--- src/rtl/pipe_ctrl_if.sv ---
// ============================================================================
// pipe_ctrl_if : handshake bundle between the core datapath and pipe_ctrl
// Rev 1.0
// ============================================================================
`default_nettype none

interface pipe_ctrl_if #(
   parameter int ADDR_W = 32
);
   logic              jump_en_i;
   logic [ADDR_W-1:0] jump_addr_i;
   logic              ex_busy_i;
   logic              ld_use_i;
   logic              halt_req_i;
   logic              pc_hold_o;
   logic              pc_load_o;
   logic [ADDR_W-1:0] pc_load_addr_o;
   logic              if_id_hold_o;
   logic              if_id_flush_o;
   logic              id_ex_hold_o;
   logic              id_ex_flush_o;
   logic              halted_o;
   logic              stall_timeout_o;
   logic [31:0]       stall_cyc_o;
   logic [31:0]       flush_evt_o;
   logic [31:0]       bubble_cnt_o;

   modport master (
      output jump_en_i, jump_addr_i, ex_busy_i, ld_use_i, halt_req_i,
      input  pc_hold_o, pc_load_o, pc_load_addr_o, if_id_hold_o, if_id_flush_o,
             id_ex_hold_o, id_ex_flush_o, halted_o, stall_timeout_o,
             stall_cyc_o, flush_evt_o, bubble_cnt_o
   );

   modport slave (
      input  jump_en_i, jump_addr_i, ex_busy_i, ld_use_i, halt_req_i,
      output pc_hold_o, pc_load_o, pc_load_addr_o, if_id_hold_o, if_id_flush_o,
             id_ex_hold_o, id_ex_flush_o, halted_o, stall_timeout_o,
             stall_cyc_o, flush_evt_o, bubble_cnt_o
   );
endinterface

`default_nettype wire

--- src/rtl/pipe_ctrl.sv ---
// ============================================================================
// pipe_ctrl : hold/flush/redirect sequencing for the 3-stage core pipeline
// Optional perf counters: define PIPE_CTRL_PERF_EN.          Rev 1.0
// ============================================================================
`default_nettype none

module pipe_ctrl #(
   parameter int FLUSH_CYCLES = 2,
   parameter int STALL_MAX    = 32,
   parameter int ADDR_W       = 32
) (
   input  wire logic   clk,
   input  wire logic   rst,
   pipe_ctrl_if.slave  bus
);
   localparam int c_FLUSH_W = (FLUSH_CYCLES > 1) ? $clog2(FLUSH_CYCLES) : 1;
   localparam int c_STALL_W = $clog2(STALL_MAX + 1);
   localparam logic [c_FLUSH_W-1:0] c_FLUSH_LOAD = c_FLUSH_W'(FLUSH_CYCLES - 1);
   localparam logic [c_FLUSH_W-1:0] c_FLUSH_ONE  = c_FLUSH_W'(1);
   localparam logic [c_STALL_W-1:0] c_STALL_MAX  = c_STALL_W'(STALL_MAX);

   typedef enum logic [1:0] {
      S_RUN   = 2'd0,
      S_FLUSH = 2'd1,
      S_STALL = 2'd2,
      S_HALT  = 2'd3
   } state_t;

   state_t                r_state;
   logic [c_FLUSH_W-1:0]  r_flush_cnt;
   logic [c_STALL_W-1:0]  r_stall_cnt;
   logic                  r_halted;
   logic                  r_timeout;

   state_t                w_state_nxt;
   logic [c_FLUSH_W-1:0]  w_flush_nxt;
   logic [c_STALL_W-1:0]  w_stall_nxt;
   logic                  w_pc_hold, w_pc_load, w_if_id_hold, w_if_id_flush;
   logic                  w_id_ex_hold, w_id_ex_flush;
   logic [ADDR_W-1:0]     w_load_addr;
   logic                  w_busy_evt, w_jump_evt, w_bubble_evt;

   // Priority chain: HALT swallows everything, then busy > jump > flush > ld_use > halt.
   always_comb begin
      w_state_nxt   = r_state;
      w_flush_nxt   = r_flush_cnt;
      w_stall_nxt   = '0;
      w_pc_hold     = 1'b0;
      w_pc_load     = 1'b0;
      w_if_id_hold  = 1'b0;
      w_if_id_flush = 1'b0;
      w_id_ex_hold  = 1'b0;
      w_id_ex_flush = 1'b0;
      w_load_addr   = '0;
      w_busy_evt    = 1'b0;
      w_jump_evt    = 1'b0;
      w_bubble_evt  = 1'b0;
      if (rst) begin
         w_state_nxt = S_RUN;
         w_flush_nxt = '0;
      end else if (r_state == S_HALT) begin
         if (bus.halt_req_i) begin
            w_pc_hold     = 1'b1;
            w_if_id_hold  = 1'b1;
            w_id_ex_flush = 1'b1;
         end else begin
            w_state_nxt = S_RUN;
         end
      end else if (bus.ex_busy_i) begin
         w_pc_hold    = 1'b1;
         w_if_id_hold = 1'b1;
         w_id_ex_hold = 1'b1;
         w_busy_evt   = 1'b1;
         w_state_nxt  = S_STALL;
         w_flush_nxt  = '0;
         w_stall_nxt  = (r_stall_cnt == c_STALL_MAX) ? r_stall_cnt : r_stall_cnt + 1'b1;
      end else if (bus.jump_en_i) begin
         w_pc_load     = 1'b1;
         w_load_addr   = bus.jump_addr_i;
         w_if_id_flush = 1'b1;
         w_id_ex_flush = 1'b1;
         w_jump_evt    = 1'b1;
         if (FLUSH_CYCLES > 1) begin
            w_state_nxt = S_FLUSH;
            w_flush_nxt = c_FLUSH_LOAD;
         end else begin
            w_state_nxt = S_RUN;
         end
      end else if (r_state == S_FLUSH) begin
         w_if_id_flush = 1'b1;
         w_id_ex_flush = 1'b1;
         if (r_flush_cnt <= c_FLUSH_ONE) begin
            w_state_nxt = S_RUN;
            w_flush_nxt = '0;
         end else begin
            w_flush_nxt = r_flush_cnt - 1'b1;
         end
      end else begin
         w_state_nxt = S_RUN;
         if (bus.ld_use_i) begin
            w_pc_hold     = 1'b1;
            w_if_id_hold  = 1'b1;
            w_id_ex_flush = 1'b1;
            w_bubble_evt  = 1'b1;
         end else if (bus.halt_req_i) begin
            w_state_nxt = S_HALT;
         end
      end
   end

   always_ff @(posedge clk) begin
      if (rst) begin
         r_state     <= S_RUN;
         r_flush_cnt <= '0;
         r_stall_cnt <= '0;
         r_halted    <= 1'b0;
         r_timeout   <= 1'b0;
      end else begin
         r_state     <= w_state_nxt;
         r_flush_cnt <= w_flush_nxt;
         r_stall_cnt <= w_stall_nxt;
         r_halted    <= (r_state == S_HALT) && bus.halt_req_i;
         if (w_busy_evt && (w_stall_nxt == c_STALL_MAX)) begin
            r_timeout <= 1'b1;
         end
      end
   end

   assign bus.pc_hold_o       = w_pc_hold;
   assign bus.pc_load_o       = w_pc_load;
   assign bus.pc_load_addr_o  = w_load_addr;
   assign bus.if_id_hold_o    = w_if_id_hold;
   assign bus.if_id_flush_o   = w_if_id_flush;
   assign bus.id_ex_hold_o    = w_id_ex_hold;
   assign bus.id_ex_flush_o   = w_id_ex_flush;
   assign bus.halted_o        = r_halted;
   assign bus.stall_timeout_o = r_timeout;

`ifdef PIPE_CTRL_PERF_EN
   logic [31:0] r_stall_cyc;
   logic [31:0] r_flush_evt;
   logic [31:0] r_bubble_cnt;

   always_ff @(posedge clk) begin
      if (rst) begin
         r_stall_cyc  <= '0;
         r_flush_evt  <= '0;
         r_bubble_cnt <= '0;
      end else begin
         if (w_busy_evt)   r_stall_cyc  <= r_stall_cyc + 32'd1;
         if (w_jump_evt)   r_flush_evt  <= r_flush_evt + 32'd1;
         if (w_bubble_evt) r_bubble_cnt <= r_bubble_cnt + 32'd1;
      end
   end

   assign bus.stall_cyc_o  = r_stall_cyc;
   assign bus.flush_evt_o  = r_flush_evt;
   assign bus.bubble_cnt_o = r_bubble_cnt;
`else
   assign bus.stall_cyc_o  = '0;
   assign bus.flush_evt_o  = '0;
   assign bus.bubble_cnt_o = '0;
`endif

endmodule

`default_nettype wire

--- src/flat_wrapper.sv ---
// flat-port wrapper written by rule: the top's interface ports become plain ports
module pipe_ctrl_flat 
#(
   parameter int FLUSH_CYCLES = 2,
   parameter int STALL_MAX    = 32,
   parameter int ADDR_W       = 32
)
  (clk, rst, bus_jump_en_i, bus_jump_addr_i, bus_ex_busy_i, bus_ld_use_i, bus_halt_req_i, bus_pc_hold_o, bus_pc_load_o, bus_pc_load_addr_o, bus_if_id_hold_o, bus_if_id_flush_o, bus_id_ex_hold_o, bus_id_ex_flush_o, bus_halted_o, bus_stall_timeout_o, bus_stall_cyc_o, bus_flush_evt_o, bus_bubble_cnt_o);
  pipe_ctrl_if #(.ADDR_W(ADDR_W)) bus_i ();
  input  wire logic clk;
  input  wire logic rst;
  input wire logic [$bits(bus_i.jump_en_i)-1:0] bus_jump_en_i;
  input wire logic [$bits(bus_i.jump_addr_i)-1:0] bus_jump_addr_i;
  input wire logic [$bits(bus_i.ex_busy_i)-1:0] bus_ex_busy_i;
  input wire logic [$bits(bus_i.ld_use_i)-1:0] bus_ld_use_i;
  input wire logic [$bits(bus_i.halt_req_i)-1:0] bus_halt_req_i;
  output wire logic [$bits(bus_i.pc_hold_o)-1:0] bus_pc_hold_o;
  output wire logic [$bits(bus_i.pc_load_o)-1:0] bus_pc_load_o;
  output wire logic [$bits(bus_i.pc_load_addr_o)-1:0] bus_pc_load_addr_o;
  output wire logic [$bits(bus_i.if_id_hold_o)-1:0] bus_if_id_hold_o;
  output wire logic [$bits(bus_i.if_id_flush_o)-1:0] bus_if_id_flush_o;
  output wire logic [$bits(bus_i.id_ex_hold_o)-1:0] bus_id_ex_hold_o;
  output wire logic [$bits(bus_i.id_ex_flush_o)-1:0] bus_id_ex_flush_o;
  output wire logic [$bits(bus_i.halted_o)-1:0] bus_halted_o;
  output wire logic [$bits(bus_i.stall_timeout_o)-1:0] bus_stall_timeout_o;
  output wire logic [$bits(bus_i.stall_cyc_o)-1:0] bus_stall_cyc_o;
  output wire logic [$bits(bus_i.flush_evt_o)-1:0] bus_flush_evt_o;
  output wire logic [$bits(bus_i.bubble_cnt_o)-1:0] bus_bubble_cnt_o;
  assign bus_i.jump_en_i = bus_jump_en_i;
  assign bus_i.jump_addr_i = bus_jump_addr_i;
  assign bus_i.ex_busy_i = bus_ex_busy_i;
  assign bus_i.ld_use_i = bus_ld_use_i;
  assign bus_i.halt_req_i = bus_halt_req_i;
  assign bus_pc_hold_o = bus_i.pc_hold_o;
  assign bus_pc_load_o = bus_i.pc_load_o;
  assign bus_pc_load_addr_o = bus_i.pc_load_addr_o;
  assign bus_if_id_hold_o = bus_i.if_id_hold_o;
  assign bus_if_id_flush_o = bus_i.if_id_flush_o;
  assign bus_id_ex_hold_o = bus_i.id_ex_hold_o;
  assign bus_id_ex_flush_o = bus_i.id_ex_flush_o;
  assign bus_halted_o = bus_i.halted_o;
  assign bus_stall_timeout_o = bus_i.stall_timeout_o;
  assign bus_stall_cyc_o = bus_i.stall_cyc_o;
  assign bus_flush_evt_o = bus_i.flush_evt_o;
  assign bus_bubble_cnt_o = bus_i.bubble_cnt_o;
  pipe_ctrl #(.FLUSH_CYCLES(FLUSH_CYCLES), .STALL_MAX(STALL_MAX), .ADDR_W(ADDR_W)) u_core (.clk(clk), .rst(rst), .bus(bus_i));
endmodule
--- config.mk ---
export PLATFORM = sky130hd
export DESIGN_NAME = pipe_ctrl_flat
export DESIGN_NICKNAME = d
export VERILOG_FILES = /design/src/rtl/pipe_ctrl_if.sv /design/src/rtl/pipe_ctrl.sv /design/src/flat_wrapper.sv
export SDC_FILE = /design/constraint.sdc
export NUM_CORES = 1
export LEC_CHECK = 0
export BUFFER_PORTS_ARGS = -buffer_cell sky130_fd_sc_hd__buf_2
export CORE_UTILIZATION = 35
export DETAILED_ROUTE_END_ITERATION = 16
export HOLD_SLACK_MARGIN = 0.12
export PLACE_DENSITY = 0.82
export SETUP_SLACK_MARGIN = 0.5
export SYNTH_ARGS = -nofsm -noshare
export SYNTH_HDL_FRONTEND = slang
export SYNTH_SLANG_ARGS = --single-unit
--- constraint.sdc ---
create_clock -name clk -period 1.95 [get_ports clk]
set_input_delay 0.39 -clock clk [delete_from_list [all_inputs] [get_ports clk]]
set_output_delay 0.39 -clock clk [all_outputs]
set_load 0.02 [all_outputs]
==> results.md <==
- Result of the run: finished with violations
- Violated checks: negative setup slack
- # diodes: 0
- Layout area overhead: 53.22%
- Top Family by Delay on Critical Path: buffers and inverters
- Pre-CTS setup slack: between 0.15 and 0.2 ns
- Leakage: 1.281 nW
- Fin crit period: roughly 2.0 ns
- Ports: ~170
- Critical Path Source Type: flip-flop
- GRT Overall Usage: roughly 17%
- Max Freq: around 500 MHz
- Worst Hold End: u_core.r_state[1]$_SDFFE_PP0N_
- Final setup viols: 32
- Cell mode on critical path: buf_6
- Largest net degree at the start of global routing: 11
- Setup TNS: -0.9081 ns
- Gate Count Post-Synth: 203
- Post-synth top area share: a little under half
- Vias in the first global route: ~1,200
- Synth Area in Compound Gates: 7.637%
- CP bufs+invs: 5
- DR pass1 iterations: 4
- Period utilization: 102.7%
- CP max-delay cell: dfxtp_4
- Ys flop type: dfxtp_1
- R2R Setup Slk: 0.38 ns
- Clock root cell: clkbuf_8
- Share of flip-flops with an asynchronous set or reset: 0%
- Nets@finish: ~340
- H-tree levels: 1
- Die ar.: ~4700 um2
- EDFF count, synth: 0
- WL/cell: around 12 um
- Hold Buf Count CTS: 0
- Min-delay src: rst
- Clock network power share: 28.1%
- Final hold violation count: 0
- Combinational Power Share: 49.1%
- Adder and majority gate portion of the synthesized area: 1.608%
- Worst EP required: roughly 1.6 ns
- Multi-input gate area: ~1100 um2
- Xor/xnor share of the synthesized area: under 10%
- Final wirelength: between 4 and 5 mm
- Routed vias: 1,424
- Sw Ratio: approximately 41%
- Area contributors post-synth: buf_4 47%, and2_1 13%, dfxtp_1 13%
- Critical Path AT: between 1.5 and 2 ns
- R2R depth: 6
- Largest family of logic cells by synthesized area: buffers and inverters
- Core box area: 4144 um2
- CTS Buffer Depth: 2
- Initial antenna violation count: 0
- Hold path depth: 2
- CP Capture Type: output pin
- I/O Buffers: 77
- Clock skew: roughly 0.0014 ns
- Top-count cell post-synth: buf_4
- Post-DP HPWL: between 2 and 3 mm
- TritonCTS clock tree: built
- Num CTS Buffers: 3
- Multiplexer share of the synthesized area: 1.286%
- Critical path peak fanout: 4
- FF+latch count, synth: 10
- Syn avg cell area: approximately 7.7 um2
- Int Pwr: roughly 550 uW
- Min-Delay Path Class: in -> reg
- VDD IR max: 378.0 uV
- GPL Wtd Cong: roughly 0.73
- DRT iter0 DRCs: 42
- Commonest cells in the synthesized netlist: 97 x buf_4, 33 x and2_1, 10 x dfxtp_1, 7 x nor2_1, 6 x inv_1
- PwrDens: roughly 400 nW/um2
- Fin worst setup slack: -0.05333 ns
- DRC: 0
- First-pass GRT wire length: around 5.7 mm
- Worst r2r src: u_core.r_stall_cnt[1]$_SDFF_PP0_
- Synthesized area: roughly 1600 um2
- Clock Sinks: 10
- Seq pwr share: a little under a quarter
- Critical path, cell by cell: nand2_4, inv_4, nor4b_4, buf_4, buf_6, clkbuf_16, and2_4, buf_6
- Unrepaired setup endpoints after global routing: true
- Worst skew pair latency: approximately 0.24 ns
- Post-route ant nets: 0
- Fillers: 359
- Levels on crit path: 8
- Distinct cell type count after synthesis: 32
- Final Max Slew Viols: 0
- Vias/cell: between 4 and 5
- Die width: slightly below 70 um
- Seq/Total Area, Yosys: 12.86%
- Reg clk slew, reported paths: approximately 0.05 ns
- Initial core utilization: between 30% and 40%
- Die height: between 60 and 70 um
- Psw: about 390 uW
- Register Area: 215.2 um2
- Post-synthesis simple-gate area fraction: approximately a quarter
- Ys Warns: 0
- WS Path Type: reg -> out
- MaxCap Viol Count: 0
- Layout cells sized above 1: 53.80%
- Power Total: approximately 940 uW
- GRT overflow: 0
- FF-to-FF End: u_core.bus.stall_timeout_o$_SDFFE_PP0P_
- Leading area contributor after synthesis: buf_4
- # rows: 23
- Critical Path Max Stage Delay: 0.35 ns
[worst reg2reg max path, delay by kind of cell, from the launching register on]
kind	cells	cell delay, ns
AOI/OAI and AO/OA	2	0.42
buffers and inverters	1	0.06
adders and majority gates	1	0.13
and+or+nand+nor	2	0.55
DFF	1	0.35
[power by group through the flow]
stage          Clock [mW]  Sequential [mW]  Combinational, mW
2_1_floorplan           0            0.221              0.424
3_3_place_gp            0            0.223              0.342
3_5_place_dp            0            0.224              0.346
4_1_cts             0.265            0.214              0.430
5_1_grt             0.285            0.215              0.497
6_report            0.265            0.215              0.463
[worst max-delay path by stage]
stage,from,endpoint
detailed placement,rst,bus_pc_load_addr_o[5]
global route,u_core.r_state[1]$_SDFFE_PP0N_,bus_pc_load_addr_o[6]
CTS,u_core.r_state[1]$_SDFFE_PP0N_,bus_pc_load_addr_o[0]
finish,u_core.r_state[1]$_SDFFE_PP0N_,bus_pc_load_addr_o[15]
floorplan,u_core.r_state[0]$_SDFFE_PP0N_,bus_pc_load_addr_o[23]
global placement,rst,bus_pc_load_addr_o[15]
[sequential cells by signal, summed over array words and instances, names as in the netlist]
name / flops
u_core.bus.halted_o: 1
u_core.r_stall_cnt: 6
u_core.bus.stall_timeout_o: 1
u_core.r_state: 2
[cell usage in the layout (no fill, tap or decap), types with 2 or more instances in the layout]
master	synthesis	layout
conb_1	1	96
buf_6	0	44
buf_2	0	40
and2_4	0	32
buf_4	97	13
nor2_1	7	7
dfxtp_1	10	6
nand3_1	5	4
a21oi_1	4	4
clkbuf_8	0	4
dfxtp_4	0	4
o21ai_0	4	3
inv_4	0	2
inv_2	0	2
inv_1	6	2
mux2i_1	2	2
nor3_1	4	2
a221oi_2	1	2
xnor2_1	2	2
xor2_1	2	2
nand2_1	3	2
o31ai_1	2	2
buf_16	0	2
buf_12	0	2
[final cells by class]
type                            instances  share of cell area [%]
Timing Repair Buffer                  103                   38.93
Inverter                                6                   1.154
Multi-Input combinational cell        180                   45.96
Tap cell                               50                   2.623
Clock buffer                            4                   2.308
Sequential cell                        10                   9.024
[stage by stage]
step / std cells / hold WS (ns) / area (um2) / util, %
after floorplan: 298 / 0.4591 / 2054 / -
after global placement: 326 / 0.5349 / 1749 / 42.21
after detailed placement: 326 / 0.5486 / 1749 / 42.21
after CTS: 347 / 0.4249 / 2268 / 54.74
after global routing: 353 / 0.4474 / 2385 / 57.55
final: 353 / 0.4237 / 2385 / 57.55
[metal layers]
layer	routed length, um	GRT usage [%]
met5	0	0
met4	60	5.729
met3	310	3.783
met2	2354	33.21
met1	1463	16.57
[logic make-up (layout without fill, tap and decap cells)]
logic type,count (synthesis),in the layout
AO/OA/AOI/OAI,16,16
XOR/XNOR,4,4
adder cells (fa/ha/maj),2,2
buffers and inverters,108,113
flip-flops,10,10
multiplexers,2,2
other,1,96
AND/OR/NAND/NOR,60,60
[repair_timing]
action	in CTS	in global routing
resized for setup	92	13
pin swaps	7	6
gates cloned	4	1
setup endpoints to repair	39	39
setup buffers	13	5
No activity file was read; power rests on OpenSTA's default activity.
